**src/rtl/alu_pipe_pkg.sv**
```systemverilog
// alu_pipe_pkg: shared constants for the streaming pipelined ALU.
//   - opcode width and opcode encodings (OP_ADD .. OP_PASS)
//   - bit positions of the {N, Z, C, V} status flags in the 4-bit flags word
package alu_pipe_pkg;

    localparam int OP_W = 3;

    localparam logic [OP_W-1:0] OP_ADD  = 3'd0;
    localparam logic [OP_W-1:0] OP_SUB  = 3'd1;
    localparam logic [OP_W-1:0] OP_AND  = 3'd2;
    localparam logic [OP_W-1:0] OP_OR   = 3'd3;
    localparam logic [OP_W-1:0] OP_XOR  = 3'd4;
    localparam logic [OP_W-1:0] OP_SHL  = 3'd5;
    localparam logic [OP_W-1:0] OP_SHR  = 3'd6;
    localparam logic [OP_W-1:0] OP_PASS = 3'd7;

    localparam int FLAG_N = 3;
    localparam int FLAG_Z = 2;
    localparam int FLAG_C = 1;
    localparam int FLAG_V = 0;

endpackage

```
**src/rtl/alu_pipe_stage.sv**
```systemverilog
// alu_pipe_stage: one valid/data slot of an elastic pipeline.
//   clk, reset      : clock, synchronous active-low reset
//   up_valid/up_data: candidate entry from the previous slot (or the ALU)
//   ready           : this slot takes up_data at the next edge if up_valid
//   down_ready      : next slot (or consumer) takes this slot's entry
//   valid/data      : slot contents
// A slot loads whenever it is empty or its own entry is leaving, so empty
// slots fill even while the consumer stalls (bubble collapsing).
module alu_pipe_stage #(
    parameter int PW       = 8,
    parameter bit ZERO_RST = 1'b0   // clear data at reset (used by the output slot)
) (
    input  logic          clk,
    input  logic          reset,
    input  logic          up_valid,
    input  logic [PW-1:0] up_data,
    output logic          ready,
    input  logic          down_ready,
    output logic          valid,
    output logic [PW-1:0] data
);

    assign ready = !valid || down_ready;

    always_ff @(posedge clk) begin
        if (!reset) begin
            valid <= 1'b0;
            if (ZERO_RST) begin
                data <= '0;
            end
        end else if (ready) begin
            valid <= up_valid;
            // Only capture real entries so a drained output slot keeps its
            // last (or reset) value instead of picking up garbage.
            if (up_valid) begin
                data <= up_data;
            end
        end
    end

endmodule

```
**src/rtl/alu_pipe_stream.sv**
```systemverilog
// alu_pipe_stream: 8-op ALU with status flags followed by a STAGES-deep
// elastic valid/ready pipeline carrying {res, flags, tag, op}.
//   clk, reset                    : clock, synchronous active-low reset
//   in_valid/in_ready             : input handshake
//   in_databits, a, b, in_op      : operation tag, operands, opcode
//   out_valid/out_ready           : output handshake
//   res, out_databits, out_op     : result, returned tag, opcode of result
//   flags                         : {N, Z, C, V} of result
// in_ready depends only on slot occupancy and out_ready (never on in_valid).
module alu_pipe_stream
    import alu_pipe_pkg::*;
#(
    parameter int WIDTH    = 32,
    parameter int DATABITS = 8,
    parameter int STAGES   = 3
) (
    input  logic                clk,
    input  logic                reset,
    input  logic                in_valid,
    output logic                in_ready,
    input  logic [DATABITS-1:0] in_databits,
    input  logic [WIDTH-1:0]    a,
    input  logic [WIDTH-1:0]    b,
    input  logic [OP_W-1:0]     in_op,
    output logic                out_valid,
    input  logic                out_ready,
    output logic [WIDTH-1:0]    res,
    output logic [DATABITS-1:0] out_databits,
    output logic [OP_W-1:0]     out_op,
    output logic [3:0]          flags
);

    localparam int SHW = $clog2(WIDTH);
    localparam int PW  = WIDTH + 4 + DATABITS + OP_W;

    // ---------------- combinational ALU ----------------
    logic [WIDTH:0]   sum_ext;
    logic [WIDTH:0]   diff_ext;   // MSB is the borrow out
    logic [WIDTH-1:0] alu_res;
    logic             alu_c;
    logic             alu_v;
    logic [3:0]       alu_flags;

    assign sum_ext  = {1'b0, a} + {1'b0, b};
    assign diff_ext = {1'b0, a} - {1'b0, b};

    always_comb begin
        alu_res = '0;
        alu_c   = 1'b0;
        alu_v   = 1'b0;
        case (in_op)
            OP_ADD: begin
                alu_res = sum_ext[WIDTH-1:0];
                alu_c   = sum_ext[WIDTH];
                alu_v   = (a[WIDTH-1] == b[WIDTH-1]) && (sum_ext[WIDTH-1] != a[WIDTH-1]);
            end
            OP_SUB: begin
                alu_res = diff_ext[WIDTH-1:0];
                alu_c   = !diff_ext[WIDTH];
                alu_v   = (a[WIDTH-1] != b[WIDTH-1]) && (diff_ext[WIDTH-1] != a[WIDTH-1]);
            end
            OP_AND:  alu_res = a & b;
            OP_OR:   alu_res = a | b;
            OP_XOR:  alu_res = a ^ b;
            OP_SHL:  alu_res = a << b[SHW-1:0];
            OP_SHR:  alu_res = a >> b[SHW-1:0];
            OP_PASS: alu_res = b;
            default: alu_res = '0;
        endcase
    end

    always_comb begin
        alu_flags         = '0;
        alu_flags[FLAG_N] = alu_res[WIDTH-1];
        alu_flags[FLAG_Z] = (alu_res == '0);
        alu_flags[FLAG_C] = alu_c;
        alu_flags[FLAG_V] = alu_v;
    end

    // ---------------- elastic pipeline ----------------
    // ready_chain[k] : slot k can accept; ready_chain[STAGES] is the consumer.
    logic [STAGES:0]   ready_chain;
    logic [STAGES-1:0] stage_valid;
    logic [STAGES-1:0] up_valid;
    logic [PW-1:0]     up_data    [STAGES];
    logic [PW-1:0]     stage_data [STAGES];

    assign ready_chain[STAGES] = out_ready;

    genvar gi;
    generate
        for (gi = 0; gi < STAGES; gi++) begin : g_stage
            if (gi == 0) begin : g_head
                assign up_valid[gi] = in_valid;
                assign up_data[gi]  = {alu_res, alu_flags, in_databits, in_op};
            end else begin : g_body
                assign up_valid[gi] = stage_valid[gi-1];
                assign up_data[gi]  = stage_data[gi-1];
            end

            alu_pipe_stage #(
                .PW       (PW),
                .ZERO_RST (gi == STAGES-1)
            ) u_stage (
                .clk        (clk),
                .reset      (reset),
                .up_valid   (up_valid[gi]),
                .up_data    (up_data[gi]),
                .ready      (ready_chain[gi]),
                .down_ready (ready_chain[gi+1]),
                .valid      (stage_valid[gi]),
                .data       (stage_data[gi])
            );
        end
    endgenerate

    assign in_ready  = ready_chain[0];
    assign out_valid = stage_valid[STAGES-1];
    assign {res, flags, out_databits, out_op} = stage_data[STAGES-1];

endmodule

```
**config.mk**
```make
export PLATFORM = sky130hd
export DESIGN_NAME = alu_pipe_stream
export DESIGN_NICKNAME = d
export VERILOG_FILES = /design/src/rtl/alu_pipe_pkg.sv /design/src/rtl/alu_pipe_stage.sv /design/src/rtl/alu_pipe_stream.sv
export SDC_FILE = /design/constraint.sdc
export NUM_CORES = 1
export LEC_CHECK = 0
export ABC_AREA = 1
export BUFFER_PORTS_ARGS = -buffer_cell sky130_fd_sc_hd__buf_2
export CAP_MARGIN = 20
export CORE_ASPECT_RATIO = 1.4
export CORE_MARGIN = 8
export CORE_UTILIZATION = 62
export CTS_BUF_LIST = sky130_fd_sc_hd__clkbuf_8 sky130_fd_sc_hd__clkbuf_16
export DETAILED_ROUTE_END_ITERATION = 6
export PLACE_DENSITY = 0.79
export SYNTH_ARGS = -nofsm -noshare
export SYNTH_HDL_FRONTEND = slang
export SYNTH_HIERARCHICAL = 1
export SYNTH_SLANG_ARGS = --single-unit
export TNS_END_PERCENT = 30
```
**constraint.sdc**
```tcl
create_clock -name clk -period 3.07 [get_ports clk]
set_input_delay 0.1535 -clock clk [delete_from_list [all_inputs] [get_ports clk]]
set_output_delay 0.1535 -clock clk [all_outputs]
set_load 0.02 [all_outputs]
```
==> flow_metrics.tcl, run 1 <==
set metrics [dict create \
    cellPowerDensity_nw_per_um2 406.3 \
    synth_edf_count 94 \
    first_pass_iters 7 \
    insertion_delay_ns 0.47 \
    mostFrequentLayoutCell "nand2_1" \
    irDropWorstVdd_mv 0.5678 \
    cpMaxStageDelayCell "nor2_1" \
    leakagePower_nw 8.822 \
    most-common-layout-cells "726 x nand2_1, 445 x nand3_1, 365 x inv_1" \
    max_stage_delay_ns 0.67 \
    totalNegativeSetupSlack_ns 0 \
    io_pins 128 \
    final_layout_size_suffix_gt1_frac 0.1125 \
    max_freq_ghz 0.3675 \
    num-fill-cells 2228 \
    maxCapViolations 0 \
    drtIter0Drc 2133 \
    yosysUniqueCellTypes 47 \
    routed_wl_um 60220 \
    antenna_found_initial 0 \
    portBuffers 127 \
    die-area_sq_um 30430 \
    setup-violations-final 0 \
    hpwl_um 46150 \
    grt_overflow_total 0 \
    wl_per_cell_um 20.56 \
    placement.cell_area_sq_um 16150 \
    gp_congestion 1.124 \
    fp.dieH_um 203.2 \
    ant_nets 0 \
    skew_ns 0.02051 \
    cts_resized 0 \
    grt_pass1_wl_um 90980 \
    total_power_mw 6.893 \
    cts_inserted_buffers 25 \
    pre_cts_ws_ns 0.2393 \
    slew_headroom 0.4254 \
    multi_input_area_sq_um 9515 \
    clk_pin_slew_ns 0.06 \
    synth_seq_area_share 0.2463 \
    cts_tree "done" \
    critPathKind "input pin to flop" \
    avgViaCountPerCell 6.090 \
    required_ns 3.27 \
    reg2reg_slack_ns 0.87 \
    grt.total_usage 0.3863 \
    layout_setup_ws_ns 0.3490 \
    period_needed_ns 2.721 \
    worst_pin_slew_ns 0.8587 \
    ys_ff_latch 144 \
    rows 68 \
    die_x_um 149.7 \
    ys.warnings.count 6 \
    cts_buffer_depth 3 \
    avgSynthCellArea_sq_um 6.125 \
    drc_errors 7 \
    register_area_sq_um 3827 \
    cp.arrival_ns 2.92 \
    rsz0062_at_grt "no" \
    syn_inst 2535 \
    crit_path_frequent_cell "nor2_1" \
    grt_max_degree 75 \
    hp-class "input pin to flop" \
    initial_utilization 0.6293 \
    htree_levels 4 \
    grt_pass1_vias 16880 \
    num_vias 17840 \
    area_growth_syn_to_layout_pct 9.267 \
    cp_max_fo 6 \
    clock-sinks 144 \
    violations "DRC" \
    core_sq_um 24670 \
    hold_viol 0 \
    end_kind "flop" \
    syn_nets 2713 \
    async_flop_share 0 \
    start_kind "input pin" \
    slew_violations 0 \
    crit_chain "dlygate4sd3_1 > buf_2 > nand2_1 > nor2_1 > nand2_1 > nand3_1 > nor3_1 > nand3_1 > nor2_1 > a21oi_1 > nor2_1 > nand2_1 > nor2_1 > nand2_1 > nor2_1" \
    final_cell_area_sq_um 16970 \
    cts-root-buf "clkbuf_16" \
    synth_ff_type "edfxtp_1" \
    status "complete, but fails checks" \
    synth_area_sq_um 15530 \
    fin_nets 2786 \
    finalCritPeriodShare 0.8863 \
]
[worst paths after layout]
check,cells past startpoint,endpoint,startpoint
worst max-delay path,15,g_stage[0].u_stage/data[13],in_op[1]
worst min-delay path,1,g_stage[0].u_stage/data[2],in_op[2]
worst max register to register,6,g_stage[0].u_stage/data[21],g_stage[2].u_stage/valid
worst min register to register,0,g_stage[1].u_stage/data[14],g_stage[0].u_stage/data[14]
[stage by stage]
stage / util / hold WS, ns / cells
6_report: 0.6876 / 0.05191 / 2929
5_1_grt: 0.6875 / 0.03689 / 2928
4_1_cts: 0.6875 / 0.02130 / 2928
3_5_place_dp: 0.6546 / 0.3318 / 2885
3_3_place_gp: 0.6546 / 0.3314 / 2885
2_1_floorplan: - / 0.2524 / 2535
[cell families after synthesis]
logic type	Yosys count	synth area share
xor gates and xnor gates	10	0.005641
buffers and inverters	510	0.1420
AOI/OAI and AO/OA	233	0.09856
DFF	144	0.2463
and+or+nand+nor	1539	0.4268
adders and majority gates	99	0.08075
[registers in the layout (all words and copies together), names as in the netlist]
signal and count:
g_stage.u_stage/valid 3, g_stage.u_stage/data 141
[worst max-delay path, delay by kind of cell]
kind	cells	cell delay, ns
buf+inv	2	0.73
simple gates	12	1.70
compound gates	1	0.34
[metal layers]
layer	vias up	GRT usage	wire, um	part of all wire
met1	8091	0.4218	20680	0.34
met2	1144	0.6563	28460	0.47
met3	320	0.06145	5697	0.095
li1	8283	-	-	-
met5	-	0	0	0
met4	0	0.3011	5385	0.089
[layout make-up]
cell class                      instances  share of cell area
Clock inverter                          5            0.002803
Inverter                              386             0.08555
Multi-Input combinational cell       1881              0.5609
Tap cell                              315             0.02323
Clock buffer                           27             0.03850
Timing Repair Buffer                  170             0.06328
Sequential cell                       144              0.2256
Antenna cell                            1           0.0001475
[cells in the mapped netlist, drive strengths merged, types with 2 or more instances]
master	instances	area [sq um]
a211oi	2	15.01
a21boi	2	15.02
a21oi	105	686.9
a31oi	3	18.77
and2	20	127.6
and3	5	31.28
buf	111	704.4
clkbuf	13	48.80
dfxtp	50	1001
edfxtp	94	2823
fa	2	40.04
ha	97	1214
inv	385	1448
nand2	743	2836
nand3	451	2287
nand3b	3	22.52
nand4	32	200.2
nor2	261	989.7
nor3	19	100.1
o2111ai	4	35.03
o211ai	27	242.7
o21ai	45	225.2
o21bai	4	30.03
o22ai	39	244.0
or2	4	25.03
xor2	10	87.58
[report_power, final]
group | internal, mW | leakage, nW | switching, mW | total, mW
Sequential | 2.21 | 1.26 | 0.0510 | 2.26
Combinational | 0.669 | 7.21 | 1.62 | 2.29
Clock | 1.57 | 0.348 | 0.780 | 2.35
[timing repair]
item                      CTS  global route
buffers inserted            0             0
hold buffers               11             0
hold endpoints to repair   11             0
No activity file was read; power rests on OpenSTA's default activity.
==> run 2, diff against run 1 <==
- CORE_UTILIZATION: 62 -> 65
- PLACE_DENSITY: 0.79 -> 0.83
- clock period: 3.07 -> 3.5 ns (I/O delays scaled with it)
==> run 2 against run 1 <==
The flow still finishes with violations (DRC). Non-clock buffer count is 4 lower. Flip-flop and latch count is the same. Combinational power shrank 13%. Clock skew grew 0.0014 ns. Sequential share of layout area grew 0.18 points. Register-to-register slack better by 0.46 ns. First-iteration DRC count grew 9.9%. Via count rose by 1.2%. Global-route usage is 3.2 points higher. Setup slack better by 0.40 ns. Largest power group unchanged.
==> flow_metrics.tcl, run 2 (same netlist as run 1, synthesis figures left out) <==
set metrics [dict create \
    layoutNonFillerInstCount 2920 \
    setup-violations-final 0 \
    critPathKind "input pin to flop" \
    register_area_sq_um 3827 \
    cts_resized 0 \
    skew_ns 0.02192 \
    crit_chain "buf_2 > inv_1 > ha_1 > nand2_1 > nand2_1 > a21oi_1 > nor2_1 > o21ai_0 > nand4_1 > nand3_1 > nand3_1 > nor2_1 > nand2_1 > nor2_1 > nand2_1 > nor2_1" \
    mostFrequentLayoutCell "nand2_1" \
    cp.arrival_ns 3.03 \
    area_growth_syn_to_layout_pct 8.389 \
    antenna_found_initial 1 \
    worst_pin_slew_ns 1.003 \
    required_ns 3.77 \
    seqPwrFrac 0.329 \
    slew_headroom 0.3287 \
    p_comb_frac 0.330 \
    most-common-layout-cells "726 x nand2_1, 445 x nand3_1, 365 x inv_1" \
    hpwl_um 46080 \
    portBuffers 127 \
    grt_pass1_wl_um 94490 \
    violations "DRC" \
    power.switching_mw 2.243 \
    utilization 0.7094 \
    finalCritPeriodShare 0.7867 \
    grt_max_degree 75 \
    core_sq_um 23720 \
    cts-root-buf "clkbuf_16" \
    start_kind "input pin" \
    clk_pin_slew_ns 0.07 \
    cpMaxStageDelayCell "o21ai_0" \
    initial_utilization 0.6544 \
    hp-class "input pin to flop" \
    cts_inserted_buffers 17 \
    htree_levels 4 \
    drtIter0Drc 2345 \
    gp_congestion 1.135 \
    final_layout_size_suffix_gt1_frac 0.1131 \
    cellPowerDensity_nw_per_um2 358.1 \
    power_frac_clock 0.340 \
    cp_max_fo 7 \
    grt.total_usage 0.4184 \
    end_kind "flop" \
    die_x_um 146.6 \
    largest_reg_flops 141 \
    fin_nets 2774 \
    die-area_sq_um 29160 \
    swShare 0.3722 \
    num_vias 18060 \
    irDropWorstVdd_mv 0.4014 \
    rows 67 \
    period_needed_ns 2.753 \
    dp_cells 2879 \
    final_cell_area_sq_um 16830 \
    wl_per_cell_um 21.21 \
    avgViaCountPerCell 6.183 \
    slew_violations 0 \
    ant_nets 0 \
    regMostFlops "g_stage.u_stage/data" \
    cts_buffer_depth 2 \
    status "complete, but fails checks" \
    maxCapViolations 0 \
    rsz0062_at_grt "no" \
    reg.largest.list "g_stage.u_stage/data: 141 flops, g_stage.u_stage/valid: 3 flops" \
    routed_wl_um 61940 \
    grt_pass1_vias 17350 \
    insertion_delay_ns 0.44 \
    max_freq_ghz 0.3632 \
    leakagePower_nw 8.749 \
    num-fill-cells 2091 \
    first_pass_iters 7 \
    cts_tree "done" \
    drc_errors 6 \
    io_pins 128 \
    p_int_mw 3.784 \
    multi_input_area_sq_um 9515 \
    grt_overflow_total 0 \
    hold_viol 0 \
    totalNegativeSetupSlack_ns 0 \
    fp.dieH_um 198.9 \
    clock-sinks 144 \
    placement.cell_area_sq_um 16090 \
    hold_slack_ns 0.01269 \
    max_stage_delay_ns 0.70 \
]
run 2: final cells by class:
class                      instances  area share
antenna                            1   0.0001487
inverter                         386     0.08625
sequential                       144      0.2274
clock buffer                      17     0.02528
multi-input combinational       1881      0.5654
tap                              310     0.02305
clock inverter                    15     0.01383
timing repair buffer             166     0.05859
run 2: repair_timing:
action | CTS | global route
buffers inserted | 0 | 0
hold buffers | 8 | 0
hold endpoints to repair | 8 | 0
run 2: through the flow:
| stage | setup slack, ns | power (mW) |
|---|---|---|
| 5_1_grt | 0.4870 | 6.247 |
| 3_3_place_gp | 0.5812 | 3.840 |
| 3_5_place_dp | 0.5490 | 3.878 |
| 2_1_floorplan | 0.7283 | 3.310 |
| 6_report | 0.7466 | 6.027 |
| 4_1_cts | 0.9839 | 5.899 |
run 2: layer usage:
metal,global-route usage,vias to the layer above,wire length (um)
met5,0,-,0
met4,0.3567,0,5624
met3,0.08514,320,7082
met2,0.6944,1283,28610
met1,0.4541,8177,20630
li1,-,8275,-
run 2: worst max-delay path: cells and delay by family:
family	cells	cell delay (ns)
AND/OR/NAND/NOR	11	1.17
AO/OA/AOI/OAI	2	1.00
adder cells (fa/ha/maj)	1	0.44
buffers and inverters	2	0.25
run 2: path summary, 6_finish.rpt:
path	from	cells after the start	endpoint	slack, ns
max	a[8]	16	g_stage[0].u_stage/data[13]	0.75
min	in_op[0]	1	g_stage[0].u_stage/data[0]	0.01
min reg2reg	g_stage[0].u_stage/data[25]	0	g_stage[1].u_stage/data[25]	0.39
max reg2reg	g_stage[2].u_stage/valid	6	g_stage[0].u_stage/data[26]	1.33
run 2: power by group through the flow:
stage | clock [mW] | combinational [mW] | sequential, mW
floorplan | 0 | 1.28 | 2.03
global placement | 0 | 1.83 | 2.01
detailed placement | 0 | 1.86 | 2.01
CTS | 2.02 | 1.89 | 1.98
global route | 2.10 | 2.16 | 1.99
finish | 2.05 | 1.99 | 1.99
